### config.mk
export PLATFORM = sky130hd
export DESIGN_NAME = cpu_sequencer
export DESIGN_NICKNAME = d
export VERILOG_FILES = /design/src/rtl/cpu_sequencer.sv
export SDC_FILE = /design/constraint.sdc
export NUM_CORES = 1
export LEC_CHECK = 0
export ABC_AREA = 1
export CORE_ASPECT_RATIO = 1.4
export CORE_MARGIN = 4
export CORE_UTILIZATION = 55
export DETAILED_ROUTE_END_ITERATION = 8
export PLACE_DENSITY = 0.75
export SLEW_MARGIN = 20
export SYNTH_ARGS = -nofsm -noshare
export SYNTH_HDL_FRONTEND = slang
export SYNTH_SLANG_ARGS = --single-unit
### constraint.sdc
create_clock -name CLK -period 15.07 [get_ports CLK]
set_input_delay 2.2605 -clock CLK [delete_from_list [all_inputs] [get_ports CLK]]
set_output_delay 2.2605 -clock CLK [all_outputs]
set_load 0.01 [all_outputs]
### src/rtl/cpu_sequencer.sv
// Fetch/decode/execute controller for the mini CPU. Owns PC, IR, the accumulator and the
// compare flags, and drives the single request/ready port of the shared word memory.
module cpu_sequencer #(
    parameter int unsigned START_PC = 100,
    parameter int unsigned ADDR_W   = 8,
    parameter int unsigned DATA_W   = 16
) (
    input  logic              CLK,
    input  logic              RST,
    input  logic              START,
    output logic [ADDR_W-1:0] MEM_ADDR,
    output logic              MEM_RD,
    output logic              MEM_WR,
    output logic [DATA_W-1:0] MEM_WDATA,
    input  logic [DATA_W-1:0] MEM_RDATA,
    input  logic              MEM_READY,
    output logic [DATA_W-1:0] AR,
    output logic [ADDR_W-1:0] PC,
    output logic              GREAT,
    output logic              EQUAL,
    output logic              LESS,
    output logic              BUSY,
    output logic              HALTED,
    output logic              ERROR
);

    typedef enum logic [2:0] {
        StIdle,
        StFetch,
        StDecode,
        StOperand,
        StExecute,
        StWrite
    } state_e;

    localparam logic [3:0] ClsHalt = 4'h0;
    localparam logic [3:0] ClsOps  = 4'h1;

    localparam logic [3:0] OpLoad  = 4'h0;
    localparam logic [3:0] OpAdd   = 4'h1;
    localparam logic [3:0] OpSub   = 4'h2;
    localparam logic [3:0] OpMul   = 4'h3;
    localparam logic [3:0] OpShl   = 4'h4;
    localparam logic [3:0] OpShr   = 4'h5;
    localparam logic [3:0] OpInc   = 4'h6;
    localparam logic [3:0] OpDec   = 4'h7;
    localparam logic [3:0] OpCmp   = 4'h8;
    localparam logic [3:0] OpStore = 4'hF;

    state_e            state_q, state_d;
    logic [ADDR_W-1:0] pc_q, pc_d;
    logic [DATA_W-1:0] ir_q, ir_d;
    logic [DATA_W-1:0] ar_q, ar_d;
    logic [DATA_W-1:0] opnd_q, opnd_d;
    logic [2:0]        flags_q, flags_d;   // {great, equal, less}
    logic              halted_q, halted_d;
    logic              error_q, error_d;

    logic [3:0]        ir_cls;
    logic [3:0]        ir_op;
    logic [ADDR_W-1:0] ir_addr;

    assign ir_cls  = ir_q[DATA_W-1 -: 4];
    assign ir_op   = ir_q[DATA_W-5 -: 4];
    assign ir_addr = ir_q[ADDR_W-1:0];

    // State and datapath registers; reset drops any pending memory request at once.
    always_ff @(posedge CLK or posedge RST) begin
        if (RST) begin
            state_q  <= StIdle;
            pc_q     <= ADDR_W'(START_PC);
            ir_q     <= '0;
            ar_q     <= '0;
            opnd_q   <= '0;
            flags_q  <= '0;
            halted_q <= 1'b0;
            error_q  <= 1'b0;
        end else begin
            state_q  <= state_d;
            pc_q     <= pc_d;
            ir_q     <= ir_d;
            ar_q     <= ar_d;
            opnd_q   <= opnd_d;
            flags_q  <= flags_d;
            halted_q <= halted_d;
            error_q  <= error_d;
        end
    end

    // Next-state, datapath update and memory-port outputs, all decoded from the current state.
    always_comb begin
        state_d   = state_q;
        pc_d      = pc_q;
        ir_d      = ir_q;
        ar_d      = ar_q;
        opnd_d    = opnd_q;
        flags_d   = flags_q;
        halted_d  = halted_q;
        error_d   = error_q;
        MEM_RD    = 1'b0;
        MEM_WR    = 1'b0;
        MEM_ADDR  = '0;
        MEM_WDATA = '0;

        unique case (state_q)
            StIdle: begin
                if (START) begin
                    state_d  = StFetch;
                    pc_d     = ADDR_W'(START_PC);
                    halted_d = 1'b0;
                    error_d  = 1'b0;
                end
            end
            StFetch: begin
                MEM_RD   = 1'b1;
                MEM_ADDR = pc_q;
                if (MEM_READY) begin
                    ir_d    = MEM_RDATA;
                    pc_d    = pc_q + ADDR_W'(1);
                    state_d = StDecode;
                end
            end
            StDecode: begin
                if (ir_cls == ClsHalt) begin
                    halted_d = 1'b1;
                    state_d  = StIdle;
                end else if (ir_cls != ClsOps || (ir_op >= 4'h9 && ir_op <= 4'hE)) begin
                    error_d = 1'b1;
                    state_d = StIdle;
                end else if (ir_op == OpInc || ir_op == OpDec) begin
                    state_d = StExecute;
                end else if (ir_op == OpStore) begin
                    state_d = StWrite;
                end else begin
                    state_d = StOperand;
                end
            end
            StOperand: begin
                MEM_RD   = 1'b1;
                MEM_ADDR = ir_addr;
                if (MEM_READY) begin
                    opnd_d  = MEM_RDATA;
                    state_d = StExecute;
                end
            end
            StExecute: begin
                unique case (ir_op)
                    OpLoad: ar_d = opnd_q;
                    OpAdd:  ar_d = ar_q + opnd_q;
                    OpSub:  ar_d = ar_q - opnd_q;
                    OpMul:  ar_d = ar_q * opnd_q;
                    OpShl:  ar_d = ar_q << opnd_q[3:0];
                    OpShr:  ar_d = ar_q >> opnd_q[3:0];
                    OpInc:  ar_d = ar_q + DATA_W'(1);
                    OpDec:  ar_d = ar_q - DATA_W'(1);
                    OpCmp: begin
                        if (ar_q > opnd_q) begin
                            flags_d = 3'b100;
                        end else if (ar_q == opnd_q) begin
                            flags_d = 3'b010;
                        end else begin
                            flags_d = 3'b001;
                        end
                    end
                    default: ;
                endcase
                state_d = StFetch;
            end
            StWrite: begin
                MEM_WR    = 1'b1;
                MEM_ADDR  = ir_addr;
                MEM_WDATA = ar_q;
                if (MEM_READY) begin
                    state_d = StFetch;
                end
            end
            default: state_d = StIdle;
        endcase
    end

    assign AR     = ar_q;
    assign PC     = pc_q;
    assign GREAT  = flags_q[2];
    assign EQUAL  = flags_q[1];
    assign LESS   = flags_q[0];
    assign BUSY   = (state_q != StIdle);
    assign HALTED = halted_q;
    assign ERROR  = error_q;

endmodule

### Word-level counts from Yosys, hierarchy flattened

Index checks and enable logic that the tools add are counted.
W data, S select, Z words.

| storage, ports and cells | value |
|---|---|
| bits in registers | 64 |
| bits of input ports | 20 |
| output and inout port bits | 56 |
| word-level logic and storage cells | 87 |

| operators by class | value |
|---|---|
| add/sub/neg operators | 5 |
| multipliers | 1 |
| magnitude comparators | 3 |
| equal/unequal tests | 23 |
| shifts and indexed selects | 2 |
| muxes and demuxes | 25 |
| reductions and logical operators | 20 |

Operators with widths:

| cell | number |
|---|---|
| $pmux W16 S8 | 1 |
| $pmux W8 S2 | 2 |
| $mux W3 | 9 |
| $pmux W3 S6 | 1 |
| $add A16 B1 Y16 const B | 1 |
| $add A16 B16 Y16 | 1 |
| $eq A16 B16 Y1 | 1 |
| $eq A4 B3 Y1 const B | 4 |
| $gt A16 B16 Y1 | 1 |
| $mul A16 B16 Y16 | 1 |
| $mux W16 | 1 |
| $mux W8 | 2 |
| $shl A16 B4 Y16 | 1 |
| $shr A16 B4 Y16 | 1 |
| $sub A16 B1 Y16 const B | 1 |
| $sub A16 B16 Y16 | 1 |
| $ne A2 B2 Y1 const B | 7 |
| $add A8 B1 Y8 const B | 1 |
| $eq A4 B2 Y1 const B | 2 |
| $eq A4 B4 Y1 const B | 2 |
| $logic_not A4 Y1 | 2 |
| $reduce_and A2 Y1 | 4 |
| $reduce_and A4 Y1 | 2 |
| $reduce_bool A8 Y1 | 1 |
| other kinds (17) | 29 |

### Depth between registers and ports, before layout

| depth | value |
|---|---|
| depth in word-level cells | 6 |
| gate-level depth with buffers | 32 |
| depth with buffers taken out | 30 |

### Worst setup path after synthesis

Ideal clock, no wire load.

| timing path | value |
|---|---|
| path type | register -> register |
| start | register opnd_q[2] |
| end | register ar_q[14] (netlist: AR[14]) |
| library setup time | 0.117 ns |
| arrival | 5.441 ns |
| data required time | 14.953 ns |
| path slack | 9.512 ns |
| stages on the path, launching flop included | 24 |
| path buffers | 3 |
| period minus slack after synthesis | 5.558 ns |
| cells stage by stage | dfrtp_1 buf_6 clkbuf_1 clkbuf_1 nand2_1 fa_1 fa_1 fa_1 fa_1 inv_1 fa_1 inv_1 fa_1 inv_1 ha_1 inv_1 nor3_1 nand3_1 o2111ai_1 a21oi_1 o21ai_0 nand4_1 nand2_1 nand2_1 |

| between the ends | value |
|---|---|
| cells in the longest elaborated chain, start to end | 2 |
| elaborated cells on any way between the ends | 6 |
| those cells by class | add/sub: 2; mul: 1; shift: 2; mux: 1 |

Ends and longest elaborated chain:

| what | line | RTL |
|---|---|---|
| from (decl) | 54 | `logic [DATA_W-1:0] opnd_q, opnd_d;` |
| from (signal assigned) | 83 | `opnd_q <= opnd_d;` |
| $mul A16 B16 Y16, or another cell as far along | 151 | `OpMul: ar_d = ar_q * opnd_q;` |
| $pmux W16 S8 (*) | 147 | `unique case (ir_op)` |
| to (signal assigned) | 82 | `ar_q <= ar_d;` |
| to (decl) | 53 | `logic [DATA_W-1:0] ar_q, ar_d;` |

Mark *: on every way between the ends. The rest lies on a longest branch, timed or not.
A chain may end at the register's enable or synchronous reset.

### Worst setup path in the final report

| timing path | value |
|---|---|
| start | register ar_q[7] (netlist: AR[7]) |
| end | register ar_q[15] (netlist: AR[15]) |

| between the ends | value |
|---|---|
| cells in the longest elaborated chain, start to end | 2 |
| elaborated cells on any way between the ends | 8 |
| those cells by class | add/sub: 4; mul: 1; shift: 2; mux: 1 |

Ends and longest elaborated chain:

| what | line |
|---|---|
| $mul A16 B16 Y16, or another cell as far along | 151 |
| $pmux W16 S8 (*) | 147 |

Marks and branches as above.

==> metrics.txt <==
die height=173.3 um; sequential fraction of the synthesis area=14.96%; Slew @ Worst Pin=about 0.96 ns; CTS tree=done; Post-Route Setup TNS=0 ns; Max Root-Sink Buffers=2; DR vias/cell=between 5 and 6; most frequent CP cell=fa_1; clk slew on worst S/H paths=~0.060 ns; area leader, netlist=fa_1; Slew Viols, Final=0; Clk Latency, worst-skew pair=0.33 ns; nets@finish=approximately 1.9k; clock sinks=64; max-cap viol count=0; highest-delay cell along the critical path=dfrtp_1; Initial Util=55.84%; FP Rows=60; cts repair resizes=0; DR WL/cell=between 15 and 20 um; io pins=between 70 and 80; Avg Inst Size Synth=roughly 6.5 um^2; syn_nets=between 1.5k and 2k; element type at the critical path start=flop; fill count=about 1.9k; largest net degree at the start of global routing=65; TritonRoute pass-1 iters=8; synth unique cells=52; RSZ-0062 raised after global routing=false; CP arrival=6.12 ns; Crit path buffers/inverters=5; core footprint=19220 um^2; CP endpoint kind=flop; most numerous cell in the Yosys netlist=nand2_1; largest cells by area after synthesis=fa_1 (15%), nand2_1 (15%), dfrtp_1 (14%); CTS Hold Bufs=0; Setup Fix Bufs, Post-CTS=0; die area=~22000 um^2; vias in the first global route=11.06k; share of layout cells above drive strength 1=5.539%; global-route wire length before repair=about 57000 um; clk root buf=clkbuf_16; total routed wirelength=about 35000 um; DRC=0; CTS Buf Count=9; Post-synth EDFFs=0; Highest Clock Rate=around 170 MHz; GR Util All Layers=roughly a third; cells after synthesis=1653; routability congestion estimate=~1.0; Synth async-reset ratio=100.0%; hpwl dp=around 27000 um; Slew HR=around 36%; most instantiated cells after synthesis=nand2_1 (427), inv_1 (336), o21ai_0 (113); I/O Buffers=75; final setup vio count=0; GRT Residual Overflow=0; Max H-tree Level=3; fin crit period=a little under 6 ns; Yosys top cell area share=between 10% and 20%; top_reg_cell synth=dfrtp_1; antenna viol nets, final=0; post-synthesis register bit count=64; chain of cells forming the critical path=ha_1 > inv_1 > fa_1 > fa_1 > inv_1 > fa_1 > fa_1 > inv_1 > fa_1 > fa_1 > inv_1 > ha_1 > a21oi_1 > o21a_1 > o21ai_0 > a31oi_1 > inv_1 > nand3_1 > nand3_1 > nand3_1 > nand2_1 > nand2_1; critical path type=flop to flop; Antenna Cells=0; area grow syn2layout=11.01%; initial antenna violation count=0; CP max stage delay=around 0.90 ns; DIE WIDTH=roughly 130 um; Worst EP required=about 15 ns; Hold Fails Final Rpt=0; Via Count=11.14k; mapped cell area=10730 um^2; CP top delay family=adder cells; YS warnings=0; 1st-iter DRT viols=about 990; worst hold path type=flop to flop; status=finished clean; skew final=~0.0030 ns; final period utilization=roughly two fifths; critical path peak fanout=14
[layout by cell type (no fill, tap or decap), drive strengths merged, types with 3 or more instances in the layout]
cell type and count:
a211oi 3, a21o 3, a21oi 102, a22o 3, a31oi 6, buf 9
clkbuf 9, clkdlybuf4s50 75, clkinv 9, dfrtp 61, dfstp 3, fa 82
ha 91, inv 364, nand2 437, nand3 84, nand3b 4, nand4 12
nor2 88, nor3 24, nor4 3, o2111ai 9, o211ai 7, o21a 5
o21ai 153, o21bai 4, o221ai 5, o22ai 10, or2 9, xor2 12
[worst register-to-register path: stages (launching register included)]
cell     delay [ns]
dfrtp_1        0.90
ha_1           0.27
inv_1          0.06
fa_1           0.49
fa_1           0.52
inv_1          0.06
fa_1           0.50
fa_1           0.49
inv_1          0.05
fa_1           0.47
fa_1           0.50
inv_1          0.04
ha_1           0.33
a21oi_1        0.16
o21a_1         0.14
o21ai_0        0.07
a31oi_1        0.26
inv_1          0.07
nand3_1        0.09
nand3_1        0.12
nand3_1        0.09
nand2_1        0.06
nand2_1        0.06
[layout make-up]
| cell class | count | area [um^2] | area share [%] |
|---|---|---|---|
| inverter | 369 | 1390 | 11.67 |
| timing repair buffer | 84 | 818.3 | 6.869 |
| clock buffer | 9 | 225.2 | 1.891 |
| clock inverter | 7 | 105.1 | 0.8823 |
| sequential | 64 | 1605 | 13.48 |
| tap | 248 | 310.3 | 2.605 |
| multi-input combinational | 1164 | 7458 | 62.61 |
[kinds of logic (layout without fill, tap and decap cells)]
group	after synthesis	count (layout)	share of synthesized area, %
AND/OR/NAND/NOR	661	661	26.02
buffers and inverters	425	469	15.54
AO/OA/AOI/OAI	316	316	16.43
adder cells (fa/ha/maj)	173	173	25.91
flip-flops	64	64	14.96
XOR/XNOR	14	14	1.143
[sequential cells by signal, summed over array words and instances, names as in the netlist]
signal / cells
AR: 16
ir_q: 16
opnd_q: 16
PC: 8
flags_q: 3
state_q: 3
ERROR: 1
HALTED: 1
[per-layer routing]
metal  track usage, %  up-vias  wire length (um)  part of all wire (%)
met5                0        -                 0                     0
met4            12.79        0              1727                   5.0
met3            4.069      120              2812                   8.1
met2            55.40      572             16790                    48
met1            40.91     5185             13470                    39
li1                 -     5265                 -                     -
[stage by stage]
| step | hold WS (ns) | setup slack, ns | std cells | instance area, um^2 | util [%] |
|---|---|---|---|---|---|
| 5_1_grt | 0.5259 | 8.899 | 1945 | 11910 | 61.99 |
| 6_report | 0.4929 | 9.222 | 1945 | 11910 | 61.99 |
| 3_5_place_dp | 0.4784 | 9.322 | 1929 | 11580 | 60.27 |
| 2_1_floorplan | 0.4534 | 9.512 | 1653 | 10730 | - |
| 3_3_place_gp | 0.4696 | 9.362 | 1929 | 11580 | 60.27 |
| 4_1_cts | 0.4949 | 9.288 | 1945 | 11910 | 61.99 |
[final timing paths]
| check | start | endpoint | slack [ns] | cells after the start |
|---|---|---|---|---|
| min reg2reg | ir_q[4]$_DFFE_PP0P_ | ir_q[4]$_DFFE_PP0P_ | 0.49 | 2 |
| max in group asynchronous | RST | AR[2]$_DFFE_PP0P_ | 12.01 | 3 |
| max reg2reg | AR[7]$_DFFE_PP0P_ | AR[15]$_DFFE_PP0P_ | 9.22 | 22 |
| min in group asynchronous | RST | flags_q[2]$_DFFE_PP0P_ | 2.48 | 3 |
| min | ir_q[4]$_DFFE_PP0P_ | ir_q[4]$_DFFE_PP0P_ | 0.49 | 2 |
| max | AR[7]$_DFFE_PP0P_ | AR[15]$_DFFE_PP0P_ | 9.22 | 22 |
Power is left out: the tool's default activity adds up to more than one toggle a clock period on the data nets, which glitch-free logic cannot reach.
